**src/rtl/seq_alu.sv**
```systemverilog
// Multi-cycle ALU with start/done handshake: two-cycle fast ops, iterative
// shift-add multiply and restoring divide, registered compare flags.
module seq_alu #(
    parameter int unsigned W        = 32,
    parameter bit          FAST_MUL = 1'b0
) (
    input  logic         clk,
    input  logic         clr,
    input  logic         start,
    input  logic [3:0]   op,
    input  logic [W-1:0] a_in,
    input  logic [W-1:0] b_in,
    output logic         busy,
    output logic         done,
    output logic [W-1:0] result,
    output logic [W-1:0] aux,
    output logic         eq,
    output logic         gt,
    output logic         dz
);

    localparam int unsigned CW = $clog2(W);
    localparam int unsigned W2 = 2 * W;

    localparam logic [1:0] IDLE = 2'd0;
    localparam logic [1:0] LOAD = 2'd1;
    localparam logic [1:0] RUN  = 2'd2;
    localparam logic [1:0] DONE = 2'd3;

    localparam logic [3:0] OP_ADD = 4'd0;
    localparam logic [3:0] OP_SUB = 4'd1;
    localparam logic [3:0] OP_CMP = 4'd2;
    localparam logic [3:0] OP_MUL = 4'd3;
    localparam logic [3:0] OP_DIV = 4'd4;
    localparam logic [3:0] OP_MOD = 4'd5;
    localparam logic [3:0] OP_LSL = 4'd6;
    localparam logic [3:0] OP_LSR = 4'd7;
    localparam logic [3:0] OP_ASR = 4'd8;
    localparam logic [3:0] OP_OR  = 4'd9;
    localparam logic [3:0] OP_NOT = 4'd10;
    localparam logic [3:0] OP_AND = 4'd11;
    localparam logic [3:0] OP_MOV = 4'd12;

    logic [1:0]    state, nextState;
    logic [W-1:0]  aReg, bReg, nextA, nextB;
    logic [3:0]    opReg, nextOp;
    logic [W-1:0]  hi, lo, nextHi, nextLo;
    logic [CW-1:0] cnt, nextCnt;
    logic [W-1:0]  nextResult, nextAux;
    logic          nextBusy, nextDone, nextEq, nextGt, nextDz;

    logic [W2-1:0] prod;
    logic [CW-1:0] shAmt;
    logic          bigShift, iterOp, qBit;
    logic [W-1:0]  fastRes, fastAux, stepHi, stepLo;
    logic          fastDz;
    logic [W:0]    addSum, partial, trial;

    // State and output registers
    always_ff @(posedge clk) begin
        if (clr) begin
            state  <= IDLE;
            aReg   <= '0;
            bReg   <= '0;
            opReg  <= '0;
            hi     <= '0;
            lo     <= '0;
            cnt    <= '0;
            busy   <= 1'b0;
            done   <= 1'b0;
            result <= '0;
            aux    <= '0;
            eq     <= 1'b0;
            gt     <= 1'b0;
            dz     <= 1'b0;
        end else begin
            state  <= nextState;
            aReg   <= nextA;
            bReg   <= nextB;
            opReg  <= nextOp;
            hi     <= nextHi;
            lo     <= nextLo;
            cnt    <= nextCnt;
            busy   <= nextBusy;
            done   <= nextDone;
            result <= nextResult;
            aux    <= nextAux;
            eq     <= nextEq;
            gt     <= nextGt;
            dz     <= nextDz;
        end
    end

    // Next-state, datapath step and result selection
    always_comb begin
        nextState  = state;
        nextA      = aReg;
        nextB      = bReg;
        nextOp     = opReg;
        nextHi     = hi;
        nextLo     = lo;
        nextCnt    = cnt;
        nextResult = result;
        nextAux    = aux;
        nextEq     = eq;
        nextGt     = gt;
        nextDz     = dz;
        nextBusy   = 1'b0;
        nextDone   = 1'b0;
        fastRes    = '0;
        fastAux    = '0;
        fastDz     = 1'b0;

        prod     = W2'(aReg) * W2'(bReg);
        shAmt    = bReg[CW-1:0];
        bigShift = (bReg >= W'(W));
        iterOp   = ((opReg == OP_MUL) && !FAST_MUL) ||
                   (((opReg == OP_DIV) || (opReg == OP_MOD)) && (bReg != '0));

        // One shift-add or one restoring-subtract step on {hi, lo}
        addSum  = {1'b0, hi} + (lo[0] ? {1'b0, bReg} : '0);
        partial = {hi, lo[W-1]};
        trial   = partial - {1'b0, bReg};
        qBit    = ~trial[W];
        if (opReg == OP_MUL) begin
            stepHi = addSum[W:1];
            stepLo = {addSum[0], lo[W-1:1]};
        end else begin
            stepHi = qBit ? trial[W-1:0] : partial[W-1:0];
            stepLo = {lo[W-2:0], qBit};
        end

        case (opReg)
            OP_ADD: fastRes = aReg + bReg;
            OP_SUB: fastRes = aReg - bReg;
            OP_MUL: {fastAux, fastRes} = prod;
            OP_DIV: begin
                fastRes = '1;
                fastAux = aReg;
                fastDz  = 1'b1;
            end
            OP_MOD: begin
                fastRes = aReg;
                fastAux = '1;
                fastDz  = 1'b1;
            end
            OP_LSL: fastRes = bigShift ? '0 : (aReg << shAmt);
            OP_LSR: fastRes = bigShift ? '0 : (aReg >> shAmt);
            OP_ASR: fastRes = bigShift ? {W{aReg[W-1]}} : W'($signed(aReg) >>> shAmt);
            OP_OR:  fastRes = aReg | bReg;
            OP_NOT: fastRes = ~bReg;
            OP_AND: fastRes = aReg & bReg;
            OP_MOV: fastRes = bReg;
            default: fastRes = '0;
        endcase

        case (state)
            IDLE, DONE: begin
                if (start) begin
                    nextState = LOAD;
                    nextA     = a_in;
                    nextB     = b_in;
                    nextOp    = op;
                end else begin
                    nextState = IDLE;
                end
            end
            LOAD: begin
                nextHi  = '0;
                nextLo  = aReg;
                nextCnt = '0;
                if (iterOp) begin
                    nextState = RUN;
                end else begin
                    nextState  = DONE;
                    nextResult = fastRes;
                    nextAux    = fastAux;
                    nextDz     = fastDz;
                    if (opReg == OP_CMP) begin
                        nextEq = (aReg == bReg);
                        nextGt = (aReg > bReg);
                    end
                end
            end
            RUN: begin
                nextHi  = stepHi;
                nextLo  = stepLo;
                nextCnt = cnt + CW'(1);
                if (cnt == CW'(W - 1)) begin
                    nextState = DONE;
                    nextDz    = 1'b0;
                    // Remainder goes to result and quotient to aux for the modulo op
                    if (opReg == OP_MOD) begin
                        nextResult = stepHi;
                        nextAux    = stepLo;
                    end else begin
                        nextResult = stepLo;
                        nextAux    = stepHi;
                    end
                end
            end
            default: nextState = IDLE;
        endcase

        nextBusy = (nextState == LOAD) || (nextState == RUN);
        nextDone = (nextState == DONE);
    end

endmodule

```
**config.mk**
```make
export PLATFORM = sky130hd
export DESIGN_NAME = seq_alu
export DESIGN_NICKNAME = d
export VERILOG_FILES = /design/src/rtl/seq_alu.sv
export SDC_FILE = /design/constraint.sdc
export NUM_CORES = 2
export LEC_CHECK = 0
export BUFFER_PORTS_ARGS = -buffer_cell sky130_fd_sc_hd__buf_2
export CAP_MARGIN = 15
export CELL_PAD_IN_SITES_DETAIL_PLACEMENT = 0
export CELL_PAD_IN_SITES_GLOBAL_PLACEMENT = 1
export CORE_MARGIN = 1.5
export CORE_UTILIZATION = 50
export DETAILED_ROUTE_END_ITERATION = 12
export GPL_TIMING_DRIVEN = 0
export PLACE_DENSITY = 0.91
export SLEW_MARGIN = 20
export SYNTH_ARGS = -nofsm -noshare
export SYNTH_HDL_FRONTEND = slang
export SYNTH_SLANG_ARGS = --single-unit
export TNS_END_PERCENT = 100
```
**constraint.sdc**
```tcl
create_clock -name clk -period 9.7 [get_ports clk]
set_input_delay 0.97 -clock clk [delete_from_list [all_inputs] [get_ports clk]]
set_output_delay 0.97 -clock clk [all_outputs]
set_load 0.02 [all_outputs]
```
# Word-level counts from Yosys, hierarchy flattened
# Index checks and enable logic that the tools add are counted.
[op_classes]
muxes = 28
multipliers = 1
n_reduce_logical = 13
n_lt_le_gt_ge = 2
n_bitwise = 5
shifts = 3
addsub = 5
n_eq_ne = 22
[ops]
columns = ["op", "count"]
rows = [
  ["2-to-1 mux 32 bit", 13],
  ["one-hot mux 32 bit (12 select lines)", 1],
  ["one-hot mux 32 bit (2 select lines)", 4],
  ["one-hot mux 32 bit (3 select lines)", 1],
  ["multiplier 32 x 32 -> 64 bit", 1],
  ["adder 32 x 32 -> 33 bit", 1],
  ["subtractor 33 x 32 -> 33 bit", 1],
  ["adder 32 bit", 1],
  ["bitwise AND 32 bit", 1],
  ["equality test 32 bit", 1],
  [">= comparator 32 x 6 -> 1 bit (second input constant)", 1],
  ["> comparator 32 bit", 1],
  ["NOT 32 bit", 1],
  ["OR 32 bit", 1],
  ["nonzero test 32 bit", 1],
  ["left shift 32 x 5 -> 32 bit", 1],
  ["right shift 32 x 5 -> 32 bit", 1],
  [">>> shifter 32 x 5 -> 32 bit", 1],
  ["subtractor 32 bit", 1],
  ["equality test 4 bit (second input constant)", 5],
  ["equality test 4 x 3 -> 1 bit (second input constant)", 4],
  ["one-hot mux 5 bit (2 select lines)", 1],
  ["equality test 2 bit (second input constant)", 4],
  ["equality test 4 x 2 -> 1 bit (second input constant)", 2],
  ["18 further kinds", 29],
]
[totals]
in_bits = 71
output_inout_bits = 69
ff_bits = 208

# Logic depth before layout (Yosys ltp)
[depth]
ltp_word = 8
ltp_mapped = 31
ltp_nobuf = 27

# Worst setup path after synthesis
# No wires, ideal clock.
[synth_path]
path_type = "reg2reg"
startpoint = "register bReg[2]"
endpoint = "register result[31]"
setup_ns = 0.126
n_path_buf = 4
required_time_ns = 9.574
stages_incl_launch_ff = 27
slack_ns = 1.983
arrival_time_ns = 7.592
cell_sequence = "dfxtp_1 inv_1 buf_1 clkbuf_1 buf_1 nor2_1 fa_1 fa_1 fa_1 inv_1 fa_1 inv_1 fa_1 fa_1 fa_1 fa_1 ha_1 clkbuf_1 a21oi_1 o21ba_2 o21a_1 nor2b_1 a41o_1 a311o_1 a211oi_1 a21o_1 nand3_1"
[synth_between]
elab_chain_cells = 6
word_cells_on_any_way = 25
cone_classes = "add/sub (4); mul (1); order compare (1); eq/ne (1); shift (3); mux (11); reduce/logical (4)"
[synth_rtl]
columns = ["element", "line_no", "source"]
rows = [
  ["from (decl)", "45", "logic [W-1:0] aReg, bReg, nextA, nextB;"],
  ["from (signal assigned)", "79", "bReg <= nextB;"],
  ["branches (longest 6 deep; another with multiplier 32 x 32 -> 64 bit)", "n/a", ""],
  ["to (signal assigned)", "86", "result <= nextResult;"],
  ["to (decl)", "15", "output logic [W-1:0] result,"],
]
# Several ways; the timed one is not identified. The select of a mux whose other input is x is not followed.
# A chain may end at the register's enable or synchronous reset.

# Worst setup path after layout
[layout_path]
startpoint = "register aReg[9]"
endpoint = "register result[22]"
[layout_between]
elab_chain_cells = 5
word_cells_on_any_way = 12
cone_classes = "add/sub (2); mul (1); shift (3); mux (6)"
[layout_rtl]
columns = ["element", "line_no", "source"]
rows = [
  ["from (decl)", "45", ""],
  ["from (signal assigned)", "78", "aReg <= nextA;"],
  ["branches (longest 2 deep; another with multiplier 32 x 32 -> 64 bit)", "n/a", ""],
  ["one-hot mux 32 bit (12 select lines) (*)", "133", "case (opReg)"],
  ["2-to-1 mux 32 bit (*)", "172", "if (iterOp) begin"],
  ["one-hot mux 32 bit (2 select lines) (*)", "157", "case (state)"],
]
# Every way passes the cells marked *. The select of a mux whose other input is x is not followed.

==> metrics.md <==
| Metric | Value |
|---|---|
| Initial antenna violation count | `54` |
| Max Cap Viol | `0` |
| Layout Nets | `7805` |
| Dpl cells | `7853` |
| Placer Congestion | `1.17` |
| Most frequent cells in the layout | `881 x inv_1, 881 x nor2_1, 830 x nand2_1, 811 x fa_1, 417 x a21oi_1` |
| H-tree levels | `1` |
| Multi-input logic area | `41000 µm²` |
| Clk sink count | `208` |
| Antenna viol nets, final | `0` |
| Total number of vias | `55600` |
| Post-layout util | `54.3%` |
| # IOs | `140` |
| Total Wirelength | `300000 µm` |
| Post-detail-place hpwl | `238000 µm` |
| Reg area | `4170 µm²` |
| Worst-path fanout max | `11` |
| Worst slew margin | `7.68%` |
| Area Growth Syn to Fin | `7.82%` |
| CTS tree | `yes` |
| Synth top area share | `32.2%` |
| Status | `finished, violations left` |
| Chip width | `321 µm` |
| Ys async rst share | `0%` |
| CP endpoint kind | `flip-flop` |
| Iter 0 DRT Violations | `9938` |
| Hold_buf cts | `0` |
| Pin count of the biggest net entering global routing | `20` |
| Die Y | `321 µm` |
| Final Setup Violations | `6` |
| Largest cells by area after synthesis | `fa_1 32%, ha_1 8.7%, dfxtp_1 8.3%` |
| Number of synthesized flops with an enable pin | `0` |
| Yosys warnings | `0` |
| F_max | `0.101 GHz` |
| Final Slew Violations | `0` |
| Final setup TNS | `-0.817 ns` |
| Number of global-route vias before repair | `52900` |
| Endpoints failing hold | `0` |
| Drt first pass iters | `8` |
| Worst EP required | `10.26 ns` |
| Tcrit/Tclk final | `102%` |
| Failing checks | `setup timing` |
| WP data arrival | `10.45 ns` |
| Leakage | `24.9 nW` |
| Buffers on Ports | `138` |
| Die area | `103000 µm²` |
| First-pass GRT wire length | `412000 µm` |
| Avg Synthesized Cell Area | `7.87 µm²` |
| Overall Power | `0.00761 W` |
| Setup WS post-layout | `-0.191 ns` |
| Min Hold Slack | `0.491 ns` |
| Initial Util | `50.4%` |
| Clock Pin Slew Worst Setup and Hold Paths | `0.09 ns` |
| Row count | `116` |
| Syn Std Cell Area | `50400 µm²` |
| RSZ-0062 raised after global routing | `no` |
| CTS Buffer Depth | `3` |
| Min-Delay Path Class | `flip-flop to flip-flop` |
| Total core area | `100000 µm²` |
| Syn nets | `7636` |
| Clock latency on the worst-skew pair | `0.65 ns` |
| Synth Instances | `6402` |
| CTS buffer count | `23` |
| Peak VDD IR | `0.000141 V` |
| Layout cells sized above 1 | `7.99%` |
| Grt total ovfl | `0` |
| Clock Skew | `0.0351 ns` |
| Fin cells | `7928` |
| Drt drc | `0` |
| Post-synthesis register bit count | `208` |
| P per Cell Area | `140 nW/µm²` |
| Crit path kind | `flip-flop to flip-flop` |
| All-Layer GR Usage | `58.0%` |
| Top FF cell, synth | `dfxtp_1` |
| CTS Root Cell | `clkbuf_16` |
| Drt via density | `7.01` |
| Worst slew pin tran | `1.38 ns` |
| Seq/Total Area, Yosys | `8.26%` |
| Fin crit period | `9.89 ns` |
| Routed wire length per instance | `37.9 µm` |
| Synth unique cells | `108` |
| CP Launch Type | `flip-flop` |
| Cell taking the most area after synthesis | `fa_1` |
| Layout filler cell count | `9771` |
| Hold Path Depth | `2` |
| Register-to-Register Path Depth | `24` |
## power breakdown
group | switching (W) | leakage (nW) | internal [W] | total [W]
clock | 0.000482 | 0.413 | 0.000604 | 0.00109
sequential | 0.000173 | 1.70 | 0.000962 | 0.00113
combinational | 0.00393 | 22.8 | 0.00147 | 0.00539
## flip-flops by register name, summed over array words and instances (netlist names)
| register | count |
|---|---|
| opReg | 4 |
| busy | 1 |
| lo | 32 |
| cnt | 5 |
| aReg | 32 |
| eq | 1 |
| done | 1 |
| aux | 32 |
| bReg | 32 |
| hi | 32 |
| dz | 1 |
| state | 2 |
| gt | 1 |
| result | 32 |
## per-layer routing
layer  global-route usage, %  up-vias  share of wire, %
met1                    68.6    27000                34
met5                    3.17        -              0.28
met2                    74.9     5558                37
li1                        -    21200                 -
met4                    48.6       48                11
met3                    32.5     1751                18
## cell usage after synthesis (11+ instances only)
cell,instances
o21ai_1,17
a221oi_1,23
a22oi_1,32
clkbuf_1,334
nand4_1,24
nor3_1,83
mux4_2,37
a21oi_1,417
o21bai_1,27
nor2b_1,28
clkinv_1,16
o2111ai_1,26
a211oi_1,83
a21o_1,49
a31oi_1,39
nand2b_1,21
nand2_1,830
o31a_1,11
nand3_1,60
mux2i_1,121
a311oi_1,18
buf_2,45
mux2_2,24
xnor2_1,63
buf_1,83
o221ai_1,24
inv_1,884
a22o_1,14
and2_1,51
o211ai_1,47
o21a_1,25
dfxtp_1,208
nor2_1,882
nor4_1,23
o31ai_1,27
or3_1,11
o21ai_0,211
ha_1,352
xor2_1,28
o22ai_1,34
fa_1,811
and3_1,27
## critical path: stages, from the launching register on
cell	delay [ns]
dfxtp_1	0.75
buf_4	0.51
inv_1	0.26
clkbuf_1	0.52
nor2_1	0.32
fa_1	0.48
fa_1	0.47
fa_1	0.56
inv_1	0.05
fa_1	0.48
inv_1	0.05
fa_1	0.45
ha_1	0.31
fa_1	0.59
fa_1	0.46
ha_1	0.30
clkbuf_1	0.32
nand2_1	0.09
o21ai_0	0.25
o21bai_1	0.20
a21oi_1	0.12
xnor2_1	0.85
nand2_1	0.12
a31oi_1	0.88
o221a_2	0.36
## repair_timing
action,4_1_cts,5_1_grt
setup endpoints to repair,17,17
buffers inserted,1,8
pin swaps,0,1
gates resized for setup,41,151
## kinds of logic after synthesis
group	Yosys count	share of synthesized area, %
AND/OR/NAND/NOR	2096	17.4
buffers and inverters	1384	10.6
AO/OA/AOI/OAI	1278	16.6
multiplexers	182	4.59
flip-flops	208	8.26
XOR/XNOR	91	1.58
adder cells (fa/ha/maj)	1163	40.9
## final cells by class
class	count	share of cell area (%)
inverters	905	6.32
plain buffers	461	3.96
diodes	44	0.203
clock inverters	10	0.364
flip-flops and latches	208	7.67
repair buffers	162	1.93
well taps	1298	2.99
clock buffers	30	1.18
multi-input cells	4810	75.4
## final timing paths
path | from | to | slack (ns)
setup / recovery | aReg[9] | result[22] | -0.19
hold / removal | result[5] | result[5] | 0.49
setup reg to reg | aReg[9] | result[22] | -0.19
hold reg to reg | result[5] | result[5] | 0.49
## per-stage QoR
| stage | setup WS [ns] | instance area [µm²] |
|---|---|---|
| global placement | -2.47 | 52700 |
| detailed placement | -1.40 | 53100 |
| global route | 0.00494 | 54300 |
| floorplan | 1.98 | 50400 |
| CTS | 0.000847 | 54000 |
| finish | -0.191 | 54300 |
(Power assumes the default switching activity.)
